`config.mk`:
```
export PLATFORM = sky130hd
export DESIGN_NAME = nibble_serial_adder
export DESIGN_NICKNAME = d
export VERILOG_FILES = /design/src/rtl/nibble_serial_adder_pkg.sv /design/src/rtl/nibble_serial_adder_cla4.sv /design/src/rtl/nibble_serial_adder.sv
export SDC_FILE = /design/constraint.sdc
export NUM_CORES = 1
export LEC_CHECK = 0
export BUFFER_PORTS_ARGS = -buffer_cell sky130_fd_sc_hd__buf_4
export CAP_MARGIN = 20
export CORE_MARGIN = 8
export CORE_UTILIZATION = 48
export CTS_BUF_LIST = sky130_fd_sc_hd__clkbuf_8 sky130_fd_sc_hd__clkbuf_16
export CTS_CLUSTER_DIAMETER = 80
export CTS_CLUSTER_SIZE = 40
export DETAILED_ROUTE_END_ITERATION = 10
export HOLD_SLACK_MARGIN = 0.15
export PLACE_DENSITY_LB_ADDON = 0.15
export SKIP_CTS_REPAIR_TIMING = 1
export SLEW_MARGIN = 10
export SYNTH_ARGS = -nofsm -noshare
export SYNTH_HDL_FRONTEND = slang
export SYNTH_SLANG_ARGS = --single-unit
```
`constraint.sdc`:
```
create_clock -name clk -period 2.7 [get_ports clk]
set_input_delay 0.135 -clock clk [delete_from_list [all_inputs] [get_ports clk]]
set_output_delay 0.135 -clock clk [all_outputs]
set_load 0.02 [all_outputs]
```
`src/rtl/nibble_serial_adder_pkg.sv`:
```
// Shared definitions for the nibble-serial add/subtract unit.
//   state_t    : sequencer states (IDLE, RUN, DONE)
//   NIB_W      : width of one processed slice (4 bits)
//   idx_width(): width of the nibble index counter for a given operand width
package nibble_serial_adder_pkg;

    typedef enum logic [1:0] {
        IDLE = 2'd0,
        RUN  = 2'd1,
        DONE = 2'd2
    } state_t;

    localparam int NIB_W = 4;

    // clog2 of the nibble count, but never narrower than one bit so the
    // counter stays a legal vector even for the smallest operand width.
    function automatic int idx_width(input int width);
        int nib;
        nib = width / NIB_W;
        return (nib > 1) ? $clog2(nib) : 1;
    endfunction

endpackage

```
`src/rtl/nibble_serial_adder_cla4.sv`:
```
// 4-bit carry-lookahead adder slice.
// Ports:
//   a, b  : 4-bit addends
//   SEL   : carry in
//   Sum   : 4-bit sum
//   Cout  : carry out of bit 3
module adderCLA4b (
    input  logic [3:0] a,
    input  logic [3:0] b,
    input  logic       SEL,
    output logic [3:0] Sum,
    output logic       Cout
);

    logic [3:0] g;
    logic [3:0] p;
    logic [4:0] c;

    assign g = a & b;
    assign p = a ^ b;

    // Every carry is expanded directly from generate/propagate terms and
    // the carry in, so no carry depends on a lower-order carry signal.
    assign c[0] = SEL;
    assign c[1] = g[0] | (p[0] & c[0]);
    assign c[2] = g[1] | (p[1] & g[0]) | (p[1] & p[0] & c[0]);
    assign c[3] = g[2] | (p[2] & g[1]) | (p[2] & p[1] & g[0])
                | (p[2] & p[1] & p[0] & c[0]);
    assign c[4] = g[3] | (p[3] & g[2]) | (p[3] & p[2] & g[1])
                | (p[3] & p[2] & p[1] & g[0])
                | (p[3] & p[2] & p[1] & p[0] & c[0]);

    generate
        for (genvar gi = 0; gi < 4; gi++) begin : g_sum
            assign Sum[gi] = p[gi] ^ c[gi];
        end
    endgenerate

    assign Cout = c[4];

endmodule

```
`src/rtl/nibble_serial_adder.sv`:
```
// Multi-cycle WIDTH-bit add/subtract unit built on a single 4-bit lookahead
// slice. One nibble is processed per clock, least significant first, with
// the carry held in a register between nibbles.
// Ports:
//   clk, rst_n            : clock, asynchronous active-low reset
//   in_valid / in_ready   : operand handshake (a, b, SEL, op_sub)
//   a, b                  : WIDTH-bit operands
//   SEL                   : carry in for add mode (ignored when op_sub=1)
//   op_sub                : 1 computes a - b as a + ~b + 1
//   out_valid / out_ready : result handshake (Sum, Cout, Ovf)
//   Sum                   : WIDTH-bit result
//   Cout                  : carry out of MSB (subtract: 1 = no borrow)
//   Ovf                   : two's-complement signed overflow
module nibble_serial_adder
    import nibble_serial_adder_pkg::*;
#(
    parameter  int WIDTH = 16,
    localparam int NIB   = WIDTH / NIB_W
) (
    input  logic             clk,
    input  logic             rst_n,
    input  logic             in_valid,
    output logic             in_ready,
    input  logic [WIDTH-1:0] a,
    input  logic [WIDTH-1:0] b,
    input  logic             SEL,
    input  logic             op_sub,
    output logic             out_valid,
    input  logic             out_ready,
    output logic [WIDTH-1:0] Sum,
    output logic             Cout,
    output logic             Ovf
);

    localparam int IDX_W = idx_width(WIDTH);
    localparam logic [IDX_W-1:0] LAST_IDX = IDX_W'(NIB - 1);

    generate
        if (((WIDTH % NIB_W) != 0) || (WIDTH < 8)) begin : g_bad_width
            $error("nibble_serial_adder: WIDTH must be a multiple of 4 and at least 8");
        end
    endgenerate

    state_t            state_reg;
    state_t            state_next;
    logic [WIDTH-1:0]  a_reg;
    logic [WIDTH-1:0]  b_reg;
    logic [WIDTH-1:0]  sum_reg;
    logic              carry_reg;
    logic              ovf_reg;
    logic [IDX_W-1:0]  idx_reg;

    logic [NIB_W-1:0]  a_nib;
    logic [NIB_W-1:0]  b_nib;
    logic [NIB_W-1:0]  slice_sum;
    logic              slice_cout;
    logic              accept;
    logic              last_nib;

    assign a_nib    = a_reg[NIB_W*idx_reg +: NIB_W];
    assign b_nib    = b_reg[NIB_W*idx_reg +: NIB_W];
    assign accept   = (state_reg == IDLE) && in_valid;
    assign last_nib = (idx_reg == LAST_IDX);

    adderCLA4b u_slice (
        .a    (a_nib),
        .b    (b_nib),
        .SEL  (carry_reg),
        .Sum  (slice_sum),
        .Cout (slice_cout)
    );

    // State register.
    always_ff @(posedge clk or negedge rst_n) begin
        if (!rst_n) begin
            state_reg <= IDLE;
        end else begin
            state_reg <= state_next;
        end
    end

    // Next state and handshake decodes; in_ready/out_valid depend on the
    // state only, so neither handshake input reaches an output combinationally.
    always_comb begin
        state_next = state_reg;
        in_ready   = 1'b0;
        out_valid  = 1'b0;
        case (state_reg)
            IDLE: begin
                in_ready = 1'b1;
                if (in_valid) begin
                    state_next = RUN;
                end
            end
            RUN: begin
                if (last_nib) begin
                    state_next = DONE;
                end
            end
            DONE: begin
                out_valid = 1'b1;
                if (out_ready) begin
                    state_next = IDLE;
                end
            end
            default: begin
                state_next = IDLE;
            end
        endcase
    end

    // Operand latch and nibble datapath.
    always_ff @(posedge clk or negedge rst_n) begin
        if (!rst_n) begin
            a_reg     <= '0;
            b_reg     <= '0;
            sum_reg   <= '0;
            carry_reg <= 1'b0;
            ovf_reg   <= 1'b0;
            idx_reg   <= '0;
        end else if (accept) begin
            a_reg     <= a;
            // Subtraction is a + ~b + 1: the inversion is folded into the
            // stored operand and the +1 becomes the initial carry.
            b_reg     <= op_sub ? ~b : b;
            carry_reg <= op_sub ? 1'b1 : SEL;
            sum_reg   <= '0;
            ovf_reg   <= 1'b0;
            idx_reg   <= '0;
        end else if (state_reg == RUN) begin
            sum_reg[NIB_W*idx_reg +: NIB_W] <= slice_sum;
            carry_reg <= slice_cout;
            if (last_nib) begin
                // The top slice's MSB is the result sign; overflow when both
                // effective operands share a sign the result does not.
                ovf_reg <= (a_reg[WIDTH-1] == b_reg[WIDTH-1]) &&
                           (slice_sum[NIB_W-1] != a_reg[WIDTH-1]);
            end else begin
                idx_reg <= idx_reg + IDX_W'(1);
            end
        end
    end

    assign Sum  = sum_reg;
    assign Cout = carry_reg;
    assign Ovf  = ovf_reg;

endmodule
```
==> results of run 1 <==
[power by group through the flow]
stage / Clock, mW / Sequential [mW] / Combinational, mW
floorplan: 0 / 1.42 / 1.82
global placement: 0 / 1.43 / 2.50
detailed placement: 0 / 1.42 / 2.58
CTS: 0.436 / 1.40 / 2.59
global route: 0.460 / 1.46 / 2.88
finish: 0.417 / 1.40 / 2.60
[cells in the mapped netlist (3+ instances only)]
cell type / n
inv_1: 5
nor2_1: 24
buf_6: 3
buf_4: 3
a32o_1: 6
dfrtp_1: 54
buf_2: 4
a21oi_1: 19
ha_1: 9
nand2_1: 10
a22o_1: 6
mux2_2: 16
mux4_2: 8
o21ai_0: 7
xnor2_1: 19
[metrics by stage]
| stage | power [mW] | instances | cell area [sq um] | utilization, % | hold slack [ns] |
|---|---|---|---|---|---|
| CTS | 4.427 | 355 | 3283 | 59.62 | -0.1174 |
| global route | 4.798 | 389 | 3623 | 65.80 | 0.1553 |
| floorplan | 3.239 | 225 | 2731 | - | -0.1606 |
| global placement | 3.930 | 348 | 3207 | 58.24 | 0.2227 |
| detailed placement | 4.003 | 348 | 3207 | 58.24 | 0.2185 |
| finish | 4.421 | 389 | 3623 | 65.80 | 0.1504 |
[final cells by class]
cell class,count,share of cell area (%)
flip-flops and latches,54,37.29
multi-input cells,155,35.36
clock buffers,5,1.899
well taps,72,2.486
inverters,5,0.5180
repair buffers,96,22.24
clock inverters,2,0.2072
[routing by layer]
| metal | part of all wire [%] | global-route usage [%] | vias up |
|---|---|---|---|
| li1 | - | - | 980 |
| met1 | 46 | 17.60 | 963 |
| met2 | 48 | 21.67 | 45 |
| met3 | 5.0 | 4.280 | 6 |
| met4 | 0.94 | 4.093 | 0 |
| met5 | 0 | 0 | - |
[worst reg2reg max path, delay by kind of cell (launching register included)]
kind | cells | cell delay (ns)
buf+inv | 1 | 0.19
simple gates | 1 | 0.33
fa+ha+maj | 1 | 0.34
mux | 1 | 0.57
compound gates | 3 | 0.62
flops | 1 | 0.36
[kinds of logic after synthesis]
logic type,synth area share [%]
mux,13.93
fa+ha+maj,4.856
xor+xnor,6.093
flops,49.47
buf+inv,3.619
simple gates,10.63
compound gates,11.41
[worst paths after layout]
check | from | to | slack (ns) | cells after the start
min in group asynchronous | rst_n | a_reg[4] | 0.41 | 2
max | idx_reg[0] | Ovf | 0.19 | 7
max in group asynchronous | rst_n | Sum[9] | 1.85 | 2
max reg2reg | idx_reg[0] | Ovf | 0.19 | 7
min | b[11] | b_reg[11] | 0.15 | 3
min reg2reg | Sum[8] | Sum[8] | 0.49 | 2
==> flow_metrics.tcl, run 1 <==
set metrics [dict create \
    grt.total_usage_pct 13.74 \
    crit_slowest_cell "mux4_2" \
    yosys-top-cells-area "dfrtp_1 49%, mux2_2 6.6%, mux4_2 6.6%, xnor2_1 6.1%, ha_1 4.1%" \
    hold_path.class "in2reg" \
    fin_setup_tns_ns 0 \
    rsz0062_at_grt "no" \
    layout.cells.most_common "buf_4" \
    start_kind "flip-flop" \
    slew_violations 0 \
    finalHoldViolations 0 \
    worstMarginPinSlew_ns 0.6740 \
    fp.coreArea_sq_mm 0.005507 \
    path_class "reg2reg" \
    vias 1994 \
    ir_drop_uv 711.3 \
    p_per_area_mw_per_mm2 1220 \
    finalWorstSetupSlack_ns 0.1932 \
    initial_core_util_pct 49.60 \
    clock-sinks 54 \
    most-common-layout-cells "62 x buf_4, 54 x dfrtp_1, 34 x dlygate4sd3_1, 24 x nor2_1" \
    path_max_fanout 7 \
    pwr-share-comb_pct 58.9 \
    finalSetupViolations 0 \
    clock_path_buffers 2 \
    fp.dieH_microns 91.44 \
    dp_hpwl_microns 4236 \
    tritoncts "built" \
    final_nets 365 \
    synth_flop_cell "dfrtp_1" \
    crit_family "compound AO/OA/AOI/OAI gates" \
    cts_made_buffers 5 \
    synth-edff-count 0 \
    syn_inst 225 \
    ys_seq_area_share_pct 49.47 \
    drc 0 \
    internal_power_mw 2.531 \
    synth_area_sq_mm 0.002731 \
    grt_start_max_net_pins 55 \
    ctsHtreeMaxLevel 2 \
    final_layout_size_suffix_gt1_share_pct 31.55 \
    dieArea_sq_mm 0.008360 \
    drtPass1Iterations 4 \
    rows 27 \
    path_buf_inv 1 \
    root_buffer "clkbuf_8" \
    initialDrtViolationCount 58 \
    ant_nets 0 \
    synth.avg_cell_area_sq_um 12.14 \
    syn-num-nets 273 \
    clock_latency_ns 0.30 \
    dpl_worst_slack_ns 0.2000 \
    yosysTopAreaCellShare_pct 49.47 \
    synth_cell_type_count 42 \
    grt_pass1_vias 1915 \
    p_leak_nw 1.614 \
    avgRoutedWirePerCell_microns 15.31 \
    synth_seq_cells 54 \
    crit_required_ns 2.89 \
    outcome "complete, no violations" \
    synth_top_area_cell "dfrtp_1" \
    multi_input_area_sq_mm 0.001281 \
    p_seq_share_pct 31.7 \
    die_w_microns 91.44 \
    drv_cap 0 \
    antenna_found_initial 0 \
    seq_area_sq_mm 0.001351 \
    grt_pass1_wl_microns 9473 \
    netSwitchingPower_mw 1.890 \
    finalCriticalPeriod_ns 2.507 \
    wirelength_microns 5957 \
    post-route-period-util_pct 92.85 \
    path_cells "buf_4 > mux4_2 > ha_1 > a21oi_1 > o211ai_1 > or2_2 > a221o_1" \
    port_buffers 57 \
    fin_worst_skew_ns 0.005035 \
    slowest_delay_ns 0.57 \
    globalplace.congestion 0.8896 \
    p_sw_share_pct 42.75 \
    async_reset_ff_share_pct 100.0 \
    cts.clk_slew.worst_paths_ns 0.09 \
    vias_per_cell 5.126 \
    critPathArrivalTime_ns 2.70 \
    slew_headroom_pct 54.65 \
    n_antenna_cell 0 \
    fillers 440 \
    p_clk_share_pct 9.4 \
    end_kind "flip-flop" \
    grt-ovfl-total 0 \
    syn2layout_area_growth_pct 32.66 \
    fmax_ghz 0.3989 \
    boundaryPins 58 \
    yosysWarnings 0 \
]
No activity file was read; power rests on OpenSTA's default activity.
==> run 2: changes to the inputs <==
--- a/config.mk
+++ b/config.mk
@@ -8,7 +8,7 @@
 export BUFFER_PORTS_ARGS = -buffer_cell sky130_fd_sc_hd__buf_4
 export CAP_MARGIN = 20
 export CORE_MARGIN = 8
-export CORE_UTILIZATION = 48
+export CORE_UTILIZATION = 49
 export CTS_BUF_LIST = sky130_fd_sc_hd__clkbuf_8 sky130_fd_sc_hd__clkbuf_16
 export CTS_CLUSTER_DIAMETER = 80
 export CTS_CLUSTER_SIZE = 40
==> run 2 against run 1 <==
Net effect: clock skew is 0.0048 ns higher; first-iteration DRC count is 50% higher; die area is 1.7% lower; sequential power hardly changed; global-route usage hardly changed; critical path depth stayed put; critical path type unchanged.
==> flow_metrics.tcl, run 2 (synthesis gave the netlist of run 1 again) <==
set metrics [dict create \
    slew_violations 0 \
    cts.clk_slew.worst_paths_ns 0.10 \
    finalHoldViolations 0 \
    hold_path_end "b_reg[8]" \
    end_kind "flip-flop" \
    root_buffer "clkbuf_8" \
    drv_cap 0 \
    path_max_fanout 14 \
    hold_path.class "in2reg" \
    finalCriticalPeriod_ns 2.492 \
    fp.coreArea_sq_mm 0.005439 \
    p_clk_share_pct 11.9 \
    placed_cells 347 \
    dieArea_sq_mm 0.008219 \
    final_layout_size_suffix_gt1_share_pct 32.08 \
    slew_headroom_pct 51.99 \
    drtPass1Iterations 4 \
    post-route-period-util_pct 92.28 \
    most-common-layout-cells "60 x buf_4, 54 x dfrtp_1, 35 x dlygate4sd3_1, 24 x nor2_1" \
    met2_usage_pct 20.52 \
    rsz0062_at_grt "no" \
    p_per_area_mw_per_mm2 1239 \
    globalplace.congestion 0.8499 \
    antenna_found_initial 0 \
    grt_pass1_vias 1907 \
    fillers 426 \
    ir_drop_uv 793.1 \
    clock-sinks 54 \
    wirelength_microns 5702 \
    min_from "op_sub" \
    grt_pass1_wl_microns 9204 \
    fmax_ghz 0.4013 \
    finalWorstSetupSlack_ns 0.2084 \
    n_antenna_cell 0 \
    grtUsageMet1_pct 18.51 \
    fp.dieH_microns 90.66 \
    top_usage_layer "met2" \
    p_sw_share_pct 41.86 \
    path_class "reg2reg" \
    outcome "complete, no violations" \
    dpl_worst_slack_ns 0.2330 \
    r2r-end "Ovf" \
    cts_made_buffers 5 \
    tritoncts "built" \
    fin_worst_skew_ns 0.009831 \
    boundaryPins 58 \
    syn2layout_area_growth_pct 34.59 \
    grt_start_max_net_pins 55 \
    vias_per_cell 5.177 \
    rows 27 \
    internal_power_mw 2.648 \
    pwr-share-comb_pct 57.4 \
    drc 0 \
    grt-ovfl-total 0 \
    hold_depth 3 \
    port_buffers 57 \
    avgRoutedWirePerCell_microns 14.62 \
    stdcell_count 390 \
    critPathArrivalTime_ns 2.69 \
    met3_usage_pct 4.156 \
    vias 2019 \
    initialDrtViolationCount 87 \
    start_kind "flip-flop" \
    dp_hpwl_microns 3998 \
    grt.total_usage_pct 13.76 \
    crit_required_ns 2.90 \
    reg2reg_slack_ns 0.21 \
    initial_core_util_pct 50.22 \
    worstMarginPinSlew_ns 0.7101 \
    finalSetupViolations 0 \
    clock_latency_ns 0.31 \
    ant_nets 0 \
    ctsHtreeMaxLevel 2 \
    clock_path_buffers 2 \
    p_leak_nw 1.621 \
    layout.cells.most_common "buf_4" \
    netSwitchingPower_mw 1.906 \
    ff2ff_path_depth 7 \
    p_seq_share_pct 30.7 \
    fin_setup_tns_ns 0 \
    rr_startpoint "idx_reg[0]" \
    final_nets 365 \
    die_w_microns 90.66 \
]
## run 2: layer usage
| layer | wire, microns | vias up |
|---|---|---|
| met4 | 71 | 0 |
| met5 | 0 | - |
| met3 | 287 | 6 |
| met1 | 2689 | 977 |
| li1 | - | 986 |
| met2 | 2654 | 50 |
## run 2: layout make-up
class | instances | area [sq um] | share of cell area (%)
flip-flops and latches | 54 | 1351 | 36.76
multi-input cells | 155 | 1281 | 34.85
repair buffers | 96 | 820.8 | 22.33
well taps | 72 | 90.09 | 2.451
clock buffers | 5 | 68.82 | 1.872
clock inverters | 3 | 45.04 | 1.225
inverters | 5 | 18.77 | 0.5106
## run 2: metrics by stage
step / hold WS [ns] / total power, mW / area, sq um / util (%)
floorplan: -0.1606 / 3.239 / 2731 / -
CTS: -0.1257 / 4.570 / 3326 / 61.15
detailed placement: 0.2175 / 4.019 / 3212 / 59.05
global route: 0.2887 / 4.949 / 3676 / 67.59
finish: 0.2789 / 4.554 / 3676 / 67.59
global placement: 0.2232 / 3.965 / 3212 / 59.05
## run 2: power by group through the flow
stage          Combinational (mW)  Sequential [mW]  Clock [mW]
2_1_floorplan                1.82             1.42           0
3_3_place_gp                 2.55             1.42           0
4_1_cts                      2.61             1.40       0.559
5_1_grt                      2.91             1.45       0.592
6_report                     2.61             1.40       0.544
3_5_place_dp                 2.60             1.42           0
## run 2: worst max-delay path by stage
stage / startpoint / to / slack [ns] / cells past startpoint
after global routing: idx_reg[0] / Ovf / 0.08 / 7
after detailed placement: idx_reg[0] / Ovf / 0.23 / 7
after global placement: idx_reg[0] / Ovf / 0.28 / 7
after CTS: idx_reg[0] / Ovf / 0.21 / 7
after floorplan: idx_reg[0] / Ovf / 0.14 / 7
final: idx_reg[0] / Ovf / 0.21 / 7
## run 2: critical path, stage by stage (launching register included)
cell and delay [ns]:
dfrtp_1 0.38, buf_12 0.16, mux4_2 0.56, ha_1 0.36, a21oi_1 0.15, o211ai_1 0.17, or2_2 0.32, a221o_1 0.28
==> run 3: changes to the inputs <==
--- a/config.mk
+++ b/config.mk
@@ -7,7 +7,6 @@
 export LEC_CHECK = 0
 export BUFFER_PORTS_ARGS = -buffer_cell sky130_fd_sc_hd__buf_4
 export CAP_MARGIN = 20
-export CORE_MARGIN = 8
 export CORE_UTILIZATION = 49
 export CTS_BUF_LIST = sky130_fd_sc_hd__clkbuf_8 sky130_fd_sc_hd__clkbuf_16
 export CTS_CLUSTER_DIAMETER = 80
@@ -15,6 +14,7 @@
 export DETAILED_ROUTE_END_ITERATION = 10
 export HOLD_SLACK_MARGIN = 0.15
 export PLACE_DENSITY_LB_ADDON = 0.15
+export RECOVER_POWER = 50
 export SKIP_CTS_REPAIR_TIMING = 1
 export SLEW_MARGIN = 10
 export SYNTH_ARGS = -nofsm -noshare
==> run 3 against run 2 <==
Net effect: critical path depth stayed put; cell count is 0.51% lower; power is 4.2% lower; largest cell class unchanged; sequential share of layout area is 0.84 points higher; global-route usage is 5.2 points higher.
==> flow_metrics.tcl, run 3 (synthesis gave the netlist of run 1 again) <==
set metrics [dict create \
    p_clk_share_pct 9.7 \
    layout.cells.most_common "dfrtp_1" \
    most-common-layout-cells "54 x dfrtp_1, 51 x buf_4, 35 x dlygate4sd3_1, 24 x nor2_1" \
    crit_start "idx_reg[0]" \
    outcome "complete, no violations" \
    p_per_area_mw_per_mm2 1214 \
    initialDrtViolationCount 92 \
    p_sw_share_pct 42.71 \
    crit_required_ns 2.89 \
    power_mw 4.361 \
    p_seq_share_pct 32.2 \
    cts.clk_slew.worst_paths_ns 0.09 \
    fp.coreArea_sq_mm 0.005238 \
    clock_path_buffers 2 \
    drc 0 \
    drtPass1Iterations 4 \
    initial_core_util_pct 52.15 \
    internal_power_mw 2.498 \
    fmax_ghz 0.4038 \
    fin_area_sq_mm 0.003593 \
    boundaryPins 58 \
    rows 26 \
    syn2layout_area_growth_pct 31.56 \
    grt_pass1_vias 1786 \
    avgRoutedWirePerCell_microns 13.81 \
    grt_pass1_wl_microns 8604 \
    clock-sinks 54 \
    rsz0062_at_grt "no" \
    fin_worst_skew_ns 0.005257 \
    finalCriticalPeriod_ns 2.477 \
    fin_setup_tns_ns 0 \
    final_nets 366 \
    cts_made_buffers 5 \
    vias_per_cell 5.198 \
    path_max_fanout 7 \
    finalHoldViolations 0 \
    slew_headroom_pct 14.04 \
    grt.total_usage_pct 18.92 \
    dp_hpwl_microns 3701 \
    p_leak_nw 1.572 \
    vias 2017 \
    die_w_microns 76.66 \
    slew_violations 0 \
    antenna_found_initial 0 \
    dieArea_sq_mm 0.005877 \
    grt-ovfl-total 0 \
    post-route-period-util_pct 91.72 \
    grt_start_max_net_pins 55 \
    ctsHtreeMaxLevel 2 \
    start_kind "flip-flop" \
    final_layout_size_suffix_gt1_share_pct 28.93 \
    path_class "reg2reg" \
    hold_slack_ns 0.2866 \
    n_antenna_cell 0 \
    port_buffers 57 \
    min_from "op_sub" \
    pwr-share-comb_pct 58.1 \
    globalplace.congestion 0.8805 \
    ir_drop_uv 724.6 \
    end_kind "flip-flop" \
    root_buffer "clkbuf_8" \
    clock_latency_ns 0.31 \
    critPathArrivalTime_ns 2.67 \
    wirelength_microns 5357 \
    finalSetupViolations 0 \
    netSwitchingPower_mw 1.862 \
    post_dp_cell_area_sq_mm 0.003204 \
    fp.dieH_microns 76.66 \
    drv_cap 0 \
    worstMarginPinSlew_ns 1.289 \
    ant_nets 0 \
    hold_path.class "in2reg" \
    tritoncts "built" \
    rr_startpoint "idx_reg[0]" \
]
[run 3: cell type report]
type                       instances  area (sq um)
clock buffer                       5         68.82
clock inverter                     2         10.01
fill                             419          1644
inverter                           5         18.77
multi-input combinational        155          1281
sequential                        54          1351
tap                               70         87.58
timing repair buffer              97         775.7
[run 3: critical path, cell delays in order (launching register included)]
cell	delay, ns
dfrtp_1	0.36
buf_4	0.19
mux4_2	0.57
ha_1	0.34
a21oi_1	0.14
o211ai_1	0.16
or2_2	0.32
a221o_1	0.29
[run 3: metrics by stage]
| step | utilization [%] | worst slack [ns] | cells |
|---|---|---|---|
| after floorplan | - | 0.1367 | 225 |
| after global placement | 61.18 | 0.2946 | 346 |
| after detailed placement | 61.18 | 0.2336 | 346 |
| after CTS | 62.69 | 0.2197 | 353 |
| after global routing | 68.61 | 0.08333 | 388 |
| final | 68.61 | 0.2234 | 388 |
[run 3: worst paths after layout]
| path | to | slack [ns] | cells past startpoint |
|---|---|---|---|
| min reg2reg | Sum[0] | 0.48 | 2 |
| max | Ovf | 0.22 | 7 |
| max in group asynchronous | b_reg[0] | 1.29 | 2 |
| min in group asynchronous | a_reg[6] | 0.64 | 2 |
| min | b_reg[8] | 0.29 | 3 |
| max reg2reg | Ovf | 0.22 | 7 |
[run 3: layer usage]
layer / wire length, microns / vias to the layer above / part of all wire [%] / track usage (%)
met1: 2547 / 980 / 48 / 25.34
met3: 174 / 6 / 3.2 / 5.000
met4: 64 / 0 / 1.2 / 5.769
li1: - / 992 / - / -
met2: 2570 / 39 / 48 / 30.09
met5: 0 / - / 0 / 0
[run 3: power by group through the flow]
stage,Clock (mW),Combinational [mW],Sequential [mW]
4_1_cts,0.438,2.55,1.41
3_3_place_gp,0,2.50,1.43
3_5_place_dp,0,2.55,1.43
5_1_grt,0.471,2.81,1.45
2_1_floorplan,0,1.82,1.42
6_report,0.424,2.53,1.40
